File: src/rtl/prog_loader_if.sv
// Load-side streaming interface for prog_loader: valid/ready word transfer
// with an end-of-program marker.
interface prog_loader_if #(
  parameter int unsigned FUNC_W = 4,
  parameter int unsigned DATA_W = 4
);
  logic                       in_valid;
  logic                       in_ready;
  logic [FUNC_W+DATA_W-1:0]   in_word;
  logic                       in_last;

  // Program source drives words into the loader
  modport master (
    output in_valid,
    output in_word,
    output in_last,
    input  in_ready
  );

  // Loader side
  modport slave (
    input  in_valid,
    input  in_word,
    input  in_last,
    output in_ready
  );
endinterface

File: src/rtl/prog_loader.sv
// prog_loader: writable 2^ADDR_W-entry program memory with a streaming load
// port and a combinational read port addressed by the PC. The CPU is held
// until the whole program has been accepted.
// Optional feature: define PROG_CHECKSUM_EN to require a trailing mod-2^W
// checksum word before the program is released (adds the CHK state and err).
module prog_loader #(
  parameter int unsigned ADDR_W = 4,
  parameter int unsigned FUNC_W = 4,
  parameter int unsigned DATA_W = 4
) (
  input  logic                clk,
  input  logic                rst_n,
  prog_loader_if.slave        ld,
  input  logic                reload,
  input  logic [ADDR_W-1:0]   rd_addr,
  output logic [FUNC_W-1:0]   funcao,
  output logic [DATA_W-1:0]   dado,
  output logic                cpu_hold,
  output logic                load_done,
  output logic [ADDR_W:0]     load_count,
  output logic                err
);

  localparam int unsigned WORD_W = FUNC_W + DATA_W;
  localparam int unsigned DEPTH  = 1 << ADDR_W;
  localparam int unsigned CNT_W  = ADDR_W + 1;

`ifdef PROG_CHECKSUM_EN
  typedef enum logic [1:0] {
    S_IDLE = 2'd0,
    S_LOAD = 2'd1,
    S_CHK  = 2'd2,
    S_DONE = 2'd3
  } state_t;
  // State entered after the final program word
  localparam state_t S_END = S_CHK;
`else
  typedef enum logic [1:0] {
    S_IDLE = 2'd0,
    S_LOAD = 2'd1,
    S_DONE = 2'd3
  } state_t;
  localparam state_t S_END = S_DONE;
`endif

  state_t               r_state;
  state_t               w_state_nxt;
  logic [CNT_W-1:0]     r_load_count;
  logic [CNT_W-1:0]     w_count_nxt;
  logic                 r_in_ready;
  logic                 r_cpu_hold;
  logic                 r_load_done;
  logic [WORD_W-1:0]    r_mem [DEPTH];
  logic                 w_xfer;
  logic                 w_end;
  logic                 w_we;
  logic [ADDR_W-1:0]    w_wr_addr;
`ifdef PROG_CHECKSUM_EN
  logic                 r_err;
  logic                 w_err_nxt;
  logic [WORD_W-1:0]    r_sum;
  logic [WORD_W-1:0]    w_sum_nxt;
`endif

  // A word moves when the source offers it and the loader is not in DONE;
  // the last address ends the load even without in_last.
  assign w_xfer    = ld.in_valid && r_in_ready;
  assign w_end     = ld.in_last || (r_load_count == CNT_W'(DEPTH - 1));
  assign w_wr_addr = r_load_count[ADDR_W-1:0];

  // Next-state and write-enable decode; reload overrides any transfer
  always_comb begin
    w_state_nxt = r_state;
    w_count_nxt = r_load_count;
    w_we        = 1'b0;
`ifdef PROG_CHECKSUM_EN
    w_err_nxt   = r_err;
    w_sum_nxt   = r_sum;
`endif
    if (reload) begin
      w_state_nxt = S_IDLE;
      w_count_nxt = '0;
`ifdef PROG_CHECKSUM_EN
      w_err_nxt   = 1'b0;
      w_sum_nxt   = '0;
`endif
    end else begin
      case (r_state)
        S_IDLE, S_LOAD: begin
          if (w_xfer) begin
            w_we        = 1'b1;
            w_count_nxt = r_load_count + CNT_W'(1);
`ifdef PROG_CHECKSUM_EN
            w_sum_nxt   = r_sum + ld.in_word;
`endif
            w_state_nxt = w_end ? S_END : S_LOAD;
          end
        end
`ifdef PROG_CHECKSUM_EN
        S_CHK: begin
          if (w_xfer) begin
            if (ld.in_word == r_sum) begin
              w_err_nxt   = 1'b0;
              w_state_nxt = S_DONE;
            end else begin
              w_err_nxt   = 1'b1;
            end
          end
        end
`endif
        S_DONE: begin
          w_state_nxt = S_DONE;
        end
        default: begin
          w_state_nxt = S_IDLE;
        end
      endcase
    end
  end

  // State, counter and registered status outputs
  always_ff @(posedge clk or negedge rst_n) begin
    if (!rst_n) begin
      r_state      <= S_IDLE;
      r_load_count <= '0;
      r_in_ready   <= 1'b1;
      r_cpu_hold   <= 1'b1;
      r_load_done  <= 1'b0;
    end else begin
      r_state      <= w_state_nxt;
      r_load_count <= w_count_nxt;
      r_in_ready   <= (w_state_nxt != S_DONE);
      r_cpu_hold   <= (w_state_nxt != S_DONE);
      r_load_done  <= (w_state_nxt == S_DONE);
    end
  end

`ifdef PROG_CHECKSUM_EN
  // Running checksum of accepted program words and rejection flag
  always_ff @(posedge clk or negedge rst_n) begin
    if (!rst_n) begin
      r_err <= 1'b0;
      r_sum <= '0;
    end else begin
      r_err <= w_err_nxt;
      r_sum <= w_sum_nxt;
    end
  end

  assign err = r_err;
`else
  assign err = 1'b0;
`endif

  // Program storage; reset clears every word
  always_ff @(posedge clk or negedge rst_n) begin
    if (!rst_n) begin
      for (int i = 0; i < DEPTH; i++) begin
        r_mem[i] <= '0;
      end
    end else if (w_we) begin
      r_mem[w_wr_addr] <= ld.in_word;
    end
  end

  // Combinational read port: function nibble to control, operand to X
  assign funcao      = r_mem[rd_addr][WORD_W-1 -: FUNC_W];
  assign dado        = r_mem[rd_addr][DATA_W-1:0];

  assign ld.in_ready = r_in_ready;
  assign cpu_hold    = r_cpu_hold;
  assign load_done   = r_load_done;
  assign load_count  = r_load_count;

endmodule

File: src/flat_wrapper.sv
// flat-port wrapper written by rule: the top's interface ports become plain ports
module prog_loader_flat 
#(
  parameter int unsigned ADDR_W = 4,
  parameter int unsigned FUNC_W = 4,
  parameter int unsigned DATA_W = 4
)
  (clk, rst_n, reload, rd_addr, funcao, dado, cpu_hold, load_done, load_count, err, ld_in_valid, ld_in_word, ld_in_last, ld_in_ready);
  prog_loader_if #(.FUNC_W(FUNC_W), .DATA_W(DATA_W)) ld_i ();
  input  logic clk;
  input  logic rst_n;
  input  logic reload;
  input  logic [ADDR_W-1:0] rd_addr;
  output logic [FUNC_W-1:0] funcao;
  output logic [DATA_W-1:0] dado;
  output logic cpu_hold;
  output logic load_done;
  output logic [ADDR_W:0] load_count;
  output logic err;
  input wire logic [$bits(ld_i.in_valid)-1:0] ld_in_valid;
  input wire logic [$bits(ld_i.in_word)-1:0] ld_in_word;
  input wire logic [$bits(ld_i.in_last)-1:0] ld_in_last;
  output wire logic [$bits(ld_i.in_ready)-1:0] ld_in_ready;
  assign ld_i.in_valid = ld_in_valid;
  assign ld_i.in_word = ld_in_word;
  assign ld_i.in_last = ld_in_last;
  assign ld_in_ready = ld_i.in_ready;
  prog_loader #(.ADDR_W(ADDR_W), .FUNC_W(FUNC_W), .DATA_W(DATA_W)) u_core (.clk(clk), .rst_n(rst_n), .ld(ld_i), .reload(reload), .rd_addr(rd_addr), .funcao(funcao), .dado(dado), .cpu_hold(cpu_hold), .load_done(load_done), .load_count(load_count), .err(err));
endmodule
File: config.mk
export PLATFORM = sky130hd
export DESIGN_NAME = prog_loader_flat
export DESIGN_NICKNAME = d
export VERILOG_FILES = /design/src/rtl/prog_loader_if.sv /design/src/rtl/prog_loader.sv /design/src/flat_wrapper.sv
export SDC_FILE = /design/constraint.sdc
export NUM_CORES = 1
export LEC_CHECK = 0
export BUFFER_PORTS_ARGS = -buffer_cell sky130_fd_sc_hd__buf_2
export CORE_ASPECT_RATIO = 1.1
export CORE_MARGIN = 5
export CORE_UTILIZATION = 50
export DETAILED_ROUTE_END_ITERATION = 6
export PLACE_DENSITY = 0.66
export SYNTH_ARGS = -nofsm -noshare
export SYNTH_HDL_FRONTEND = slang
export SYNTH_SLANG_ARGS = --single-unit
File: constraint.sdc
create_clock -name clk -period 1.61 [get_ports clk]
set_input_delay 0.161 -clock clk [delete_from_list [all_inputs] [get_ports clk]]
set_output_delay 0.161 -clock clk [all_outputs]
set_load 0.05 [all_outputs]
==> metrics.csv, run 1 <==
stage;metric;value;unit
status;status;finished, violations left;
status;failing checks;negative setup slack;
power;Pint;6.23;mW
cts;CTS Sinks;137;
finish;FILL cells;941;
grt;largest net degree at the start of global routing;49;
routing;# DRC;0;
routing;final WL;13.4;mm
grt;first-pass GRT wire length;22.5;mm
routing;Final ANT Viol Nets;0;
die;die width;118;um
finish;diode count;0;
cts;clock transition at the registers of the reported paths;0.06;ns
setup_path;arrival time worst endpoint;1.76;ns
sta;Peak Freq;0.521;GHz
power;P_sw;2.02;mW
sta;Final min period;1.92;ns
routing;vias;3685;
die;Die H;129;um
power;switching portion of total power;0.245;
logic_synthesis;multiplexer share of the synthesized area;0.341;
sta;clock skew;0.00590;ns
logic_synthesis;Cell Area, Synth;6450;sq um
sta;Slew Viols, Final;0;
power;total power;8.24;mW
power;Peak VDD IR;0.873;mV
grt;grt ovf;0;
setup_path;startpoint types;flip-flop;
sta;Final period util;1.19;
setup_path;Crit Path Max Fanout;2;
finish;Area Growth Syn to Fin;21.6;%
logic_synthesis;asr flop ratio synth;1.00;
job;Max Cap Violations;0;
cts;clk root buf;clkbuf_16;
routing;vias per inst;5.85;
power;Clk network pwr share;0.417;
logic_synthesis;distinct cell type count after synthesis;33;
power;Sequential Power Share;0.461;
routing;DR WL/cell;21.3;um
place;HPWL Detailed;8.97;mm
grt;vias in the first global route;4032;
logic_synthesis;largest cells by area after synthesis;dfrtp_1 53%, mux2_2 21%, mux4_2 11%;
cts;CTS tree;done;
sta;Hold Fails Final Rpt;0;
sta;Final setup viols;104;
logic_synthesis;most common cell in the netlist;dfrtp_1;
setup_path;endpoint type of the worst setup path;primary output;
cts;Num CTS Buffers;17;
die;Placement Rows;43;
logic_synthesis;syn_nets;431;
logic_synthesis;Yosys top cell by area;dfrtp_1;
power;P per Cell Area;1050;nW/um^2
cts;Skew-Pair Late Insertion Delay;0.41;ns
logic_synthesis;ys flop type;dfrtp_1;
finish;share of layout cells above drive strength 1;0.634;
logic_synthesis;sequential fraction of the synthesis area;0.532;
setup_path;required time worst endpoint;1.45;ns
grt;initial antenna violation count;0;
logic_synthesis;Ys Warns;0;
cts;# H-tree levels;4;
grt;Tot GR Track Use;0.192;
worst_hold_path;type of the worst min-delay path;input port to flip-flop;
finish;Reg area;3430;sq um
logic_synthesis;share of the synthesized area in the top cell type;0.528;
power;Leak Pwr;3.73;nW
logic_synthesis;Post-Syn Area per Cell;15.8;sq um
logic_synthesis;post-synthesis adder-cell area fraction;0.00970;
logic_synthesis;main combinational cell family by area after synthesis;multiplexers;
sta;unrepaired setup endpoints after global routing;yes;
finish;final core occ;0.620;
setup_path;Setup Crit Path Kind;flip-flop to primary output;
die;# IOs;34;
logic_synthesis;synthesized flop and latch total;137;
logic_synthesis;Synth Area in Simple Gates;0.0617;
sta;worst setup margin;-0.308;ns
sta;Slew headroom;0.273;
place;gpl congestion;0.788;
logic_synthesis;Syn Inst Count;409;
die;initial core utilization;0.510;
logic_synthesis;xor and xnor area share after synthesis;0;
sta;Tightest Pin Transition;1.09;ns
die;Core ar.;12600;sq um
routing;Iter 0 DRT Violations;247;
power;combinational fraction of design power;0.122;
logic_synthesis;Post-synth EDFFs;0;
logic_synthesis;Post-synth top cells;136 x dfrtp_1, 118 x mux2_2, 32 x mux4_2, 16 x a22oi_1, 14 x clkbuf_1;
place;port buffer count;32;
finish;fin nets;483;
die;die area;15300;sq um
cts;clk buf depth;2;
finish;area of the multi-input gates;3010;sq um
routing;DR pass1 iterations;4;
logic_synthesis;complex-gate fraction of the synthesized area;0.0279;
==> repair_timing <==
action / 4_1_cts / 5_1_grt
pin swaps: 12 / 0
hold buffers: 1 / 0
cloned: 1 / 0
resized for setup: 41 / 8
setup buffers: 0 / 4
setup endpoints to repair: 129 / 128
endpoints found under the hold margin: 44 / 0
==> cells by family (layout without fill, tap and decap cells) <==
kind of cell | Yosys count | count (layout)
buf+inv | 33 | 97
flops | 137 | 137
fa+ha+maj | 5 | 5
simple gates | 46 | 46
other cells | 1 | 1
mux | 160 | 160
compound gates | 27 | 27
==> sequential cells by signal (all words and copies together) (netlist names) <==
register and flops:
u_core.load_count 5, u_core.r_mem 128, u_core.load_done 1, u_core.r_state 2
u_core.ld.in_ready 1
==> worst max-delay path, stage by stage, from the launching register on <==
cell     delay, ns
dfrtp_1       0.38
mux4_2        0.52
a22oi_2       0.20
nand2_2       0.09
buf_6         0.16
==> per-stage QoR <==
| step | setup TNS, ns | cells | cell area [sq um] | hold WS (ns) | setup slack, ns |
|---|---|---|---|---|---|
| after floorplan | -19.16 | 409 | 6510 | -0.135 | -0.233 |
| after global placement | -4.57 | 594 | 7050 | 0.128 | -0.182 |
| after detailed placement | -6.77 | 594 | 7050 | 0.133 | -0.194 |
| after CTS | -10.23 | 627 | 7780 | 0.0559 | -0.331 |
| after global routing | -11.82 | 630 | 7840 | 0.0844 | -0.355 |
| final | -6.89 | 630 | 7840 | 0.0768 | -0.308 |
==> routing by layer <==
metal / track usage / vias to the layer above / share of wire
met5: 0 / - / 0
met4: 0.0702 / 0 / 0.016
met3: 0.0493 / 20 / 0.034
met2: 0.305 / 58 / 0.50
met1: 0.258 / 1970 / 0.45
li1: - / 1637 / -
==> cell usage in the layout (no fill, tap or decap), types with 5 or more instances in the layout <==
| master | synthesis | layout |
|---|---|---|
| a22oi_2 | 0 | 13 |
| buf_4 | 4 | 11 |
| nand2_2 | 0 | 8 |
| dfrtp_1 | 136 | 132 |
| clkinv_2 | 0 | 7 |
| mux2_2 | 118 | 116 |
| mux2_4 | 10 | 12 |
| mux4_2 | 32 | 32 |
| buf_2 | 5 | 23 |
| nand2_1 | 13 | 5 |
| nand3_4 | 10 | 12 |
| buf_12 | 1 | 16 |
| buf_6 | 2 | 10 |
| a21oi_1 | 6 | 6 |
| clkbuf_16 | 0 | 17 |
==> power groups by stage <==
stage	Sequential (mW)	Combinational, mW	Clock [mW]
final	3.80	1.01	3.44
after global routing	3.83	1.09	3.66
after CTS	3.80	1.00	3.50
after detailed placement	3.85	0.922	0
after global placement	3.84	0.899	0
after floorplan	3.85	0.618	0
==> final timing paths <==
path	start	end	slack [ns]	cells past startpoint
min in group asynchronous	rst_n	u_core.load_count[4]	0.25	2
max in group asynchronous	rst_n	u_core.r_mem[33]	0.74	3
setup / recovery	u_core.r_mem[79]	funcao[3]	-0.31	4
hold reg to reg	u_core.r_mem[103]	u_core.r_mem[103]	0.50	1
hold / removal	reload	u_core.r_state[1]	0.08	3
setup reg to reg	u_core.ld.in_ready	u_core.r_mem[1]	-0.10	6
==> layout make-up <==
cell class / count / area share
Sequential cell: 137 / 0.438
Multi-Input combinational cell: 239 / 0.384
Timing Repair Buffer: 62 / 0.0836
Clock buffer: 22 / 0.0605
Tap cell: 157 / 0.0251
Clock inverter: 9 / 0.00638
Inverter: 4 / 0.00192
Power figures use the tool's default switching activity.
==> inputs of run 2 (changes only) <==
- REMOVE_ABC_BUFFERS: default -> 1
==> metrics.csv, run 2 (synthesis gave the netlist of run 1 again) <==
stage;metric;value;unit;change
status;status;finished, violations left;;
status;failing checks;negative setup slack;;
sta;WHS;0.0685;ns;-0.00832 ns
finish;max FFs per register;128;;unchanged
setup_path;cells along the critical path;mux4_2 > a22oi_2 > nand2_1 > buf_6;;
die;Core ar.;12600;sq um;unchanged
power;Pint;6.73;mW;+8.1%
worst_hold_path;Hold Path End;u_core.load_count[0];;
setup_path;endpoint type of the worst setup path;primary output;;
power;P per Cell Area;1100;nW/um^2;+4.3%
setup_path;R2R Setup Slk;-0.12;ns;-0.02 ns
sta;Slew headroom;0.331;;+0.0572
grt;first-pass GRT wire length;23.2;mm;+2.8%
setup_path;reg2reg path depth;5;;-1
power;Sequential Power Share;0.431;;-0.030
grt;largest net degree at the start of global routing;43;;-12%
power;Leak Pwr;3.87;nW;+3.6%
routing;DR pass1 iterations;5;;+1
cts;Skew-Pair Late Insertion Delay;0.42;ns;about the same
finish;share of layout cells above drive strength 1;0.622;;-0.0126
sta;Hold Fails Final Rpt;0;;unchanged
finish;commonest non-fill, non-tap cell in the layout;dfrtp_1;;
sta;Tightest Pin Transition;1.00;ns;-0.0856 ns
routing;Iter 0 DRT Violations;170;;-31%
cts;clock transition at the registers of the reported paths;0.06;ns;about the same
setup_path;Buf/Inv on CP;1;;unchanged
setup_path;required time worst endpoint;1.45;ns;about the same
finish;largest reg by FF count;u_core.r_mem;;
setup_path;CP delay by family, top;multiplexers;;
die;Die H;129;um;unchanged
setup_path;Crit Path Max Fanout;2;;unchanged
power;Clk network pwr share;0.453;;+0.036
power;P_sw;2.09;mW;+3.9%
routing;DR WL/cell;21.9;um;+2.7%
grt;initial antenna violation count;0;;unchanged
place;HPWL Detailed;9.56;mm;+6.6%
sta;Final setup viols;73;;-30%
setup_path;startpoint types;flip-flop;;
setup_path;Worst path max stage delay;0.49;ns;-0.03 ns
die;die width;118;um;unchanged
routing;vias;3746;;+1.7%
power;Peak VDD IR;0.783;mV;-10%
routing;Final ANT Viol Nets;0;;unchanged
place;Post-Place Worst Slack;-0.236;ns;-0.0423 ns
cts;CTS Sinks;137;;unchanged
routing;vias per inst;5.80;;-0.86%
place;Inst Count DP;608;;+2.4%
sta;Peak Freq;0.510;GHz;-2.2%
cts;clk buf depth;2;;unchanged
sta;unrepaired setup endpoints after global routing;yes;;
die;die area;15300;sq um;unchanged
worst_hold_path;type of the worst min-delay path;input port to flip-flop;;
power;combinational fraction of design power;0.116;;-0.006
cts;clk root buf;clkbuf_16;;
routing;# DRC;0;;unchanged
place;gpl congestion;0.772;;-1.9%
power;switching portion of total power;0.237;;-0.00730
die;# IOs;34;;unchanged
grt;vias in the first global route;4102;;+1.7%
setup_path;Setup Crit Path Kind;flip-flop to primary output;;
setup_path;Slowest-stage cell, CP;mux4_2;;
grt;Tot GR Track Use;0.199;;+0.00746
setup_path;FF-to-FF Start;u_core.ld.in_ready;;
routing;final WL;14.2;mm;+5.3%
cts;CTS tree;done;;
finish;fin nets;499;;+3.3%
finish;diode count;0;;unchanged
worst_hold_path;Hold Startpoint;reload;;
sta;worst setup margin;-0.352;ns;-0.0440 ns
job;Max Cap Violations;0;;unchanged
sta;Final min period;1.96;ns;+0.0440 ns
sta;Slew Viols, Final;0;;unchanged
grt;grt ovf;0;;unchanged
finish;Non-Filler Instances;646;;+2.5%
cts;# H-tree levels;4;;unchanged
sta;Final period util;1.22;;+0.0273
cts;Num CTS Buffers;17;;unchanged
finish;commonest cells after routing, fill and taps aside;136 x dfrtp_1, 114 x mux2_2, 32 x mux4_2, 25 x buf_4, 23 x buf_2;;
place;port buffer count;32;;unchanged
setup_path;arrival time worst endpoint;1.80;ns;+0.04 ns
finish;Area Growth Syn to Fin;24.8;%;
die;Placement Rows;43;;unchanged
setup_path;RR Endpoint;u_core.r_mem[75];;
sta;Setup TNS;-6.20;ns;+0.691 ns
sta;clock skew;0.00578;ns;-0.000121 ns
finish;final core occ;0.636;;+0.0163
die;initial core utilization;0.510;;unchanged
worst_hold_path;WHS Path Cells;3;;unchanged
run 2: changes by cell type in the layout (fill, tap and decap cells not counted), sizes merged:
cell | before | now
inv | 4 | 5
clkinv | 7 | 4
bufinv | 0 | 3
buf | 61 | 77
clkinvlp | 2 | 3
clkbuf | 22 | 20
run 2: metrics by stage:
stage | power (mW) | cell area (sq um)
6_report | 8.83 | 8050
5_1_grt | 9.15 | 8050
4_1_cts | 8.90 | 8000
3_5_place_dp | 4.80 | 7160
3_3_place_gp | 4.76 | 7160
2_1_floorplan | 4.38 | 6290
run 2: worst max-delay path by stage:
| stage | start | end | slack [ns] | depth (start not counted) |
|---|---|---|---|---|
| after floorplan | u_core.ld.in_ready | u_core.r_mem[0] | -1.09 | 3 |
| after global placement | rd_addr[0] | funcao[1] | -0.24 | 7 |
| after detailed placement | rd_addr[0] | funcao[2] | -0.24 | 7 |
| after CTS | u_core.r_mem[39] | funcao[3] | -0.38 | 4 |
| after global routing | u_core.r_mem[39] | funcao[3] | -0.42 | 4 |
| final | u_core.r_mem[33] | dado[1] | -0.35 | 4 |
run 2: power by group through the flow:
stage / Clock, mW / Combinational (mW) / Sequential (mW)
floorplan: 0 / 0.524 / 3.85
global placement: 0 / 0.914 / 3.85
detailed placement: 0 / 0.939 / 3.86
CTS: 4.08 / 1.02 / 3.80
global route: 4.22 / 1.11 / 3.82
finish: 4.00 / 1.02 / 3.81
run 2: cell type report:
type,instances,area (sq um)
Timing Repair Buffer,78,806
Clock buffer,20,467
Inverter,4,15.0
Sequential cell,137,3430
Fill cell,949,4600
Multi-Input combinational cell,239,2990
Clock inverter,11,145
Tap cell,157,196
run 2: metal layers:
| layer | vias up | global-route usage | routed length [um] |
|---|---|---|---|
| met3 | 25 | 0.0402 | 333 |
| met1 | 1993 | 0.263 | 6430 |
| met4 | 0 | 0.0682 | 258 |
| met5 | - | 0 | 0 |
| li1 | 1676 | - | - |
| met2 | 52 | 0.334 | 7130 |
run 2: what timing repair did:
item                                    CTS  global route
gates cloned                              1             0
endpoints found under the hold margin    38             0
pin swaps                                15             4
endpoints found under the setup margin  137           136
hold buffers                              1             0
buffers inserted                          5             2
resized for setup                        37            13
run 2: worst reg2reg max path: stages (launching register included):
cell,delay [ns]
dfstp_2,0.52
and4bb_4,0.28
buf_12,0.16
buf_12,0.11
nand3_4,0.17
mux2_4,0.36
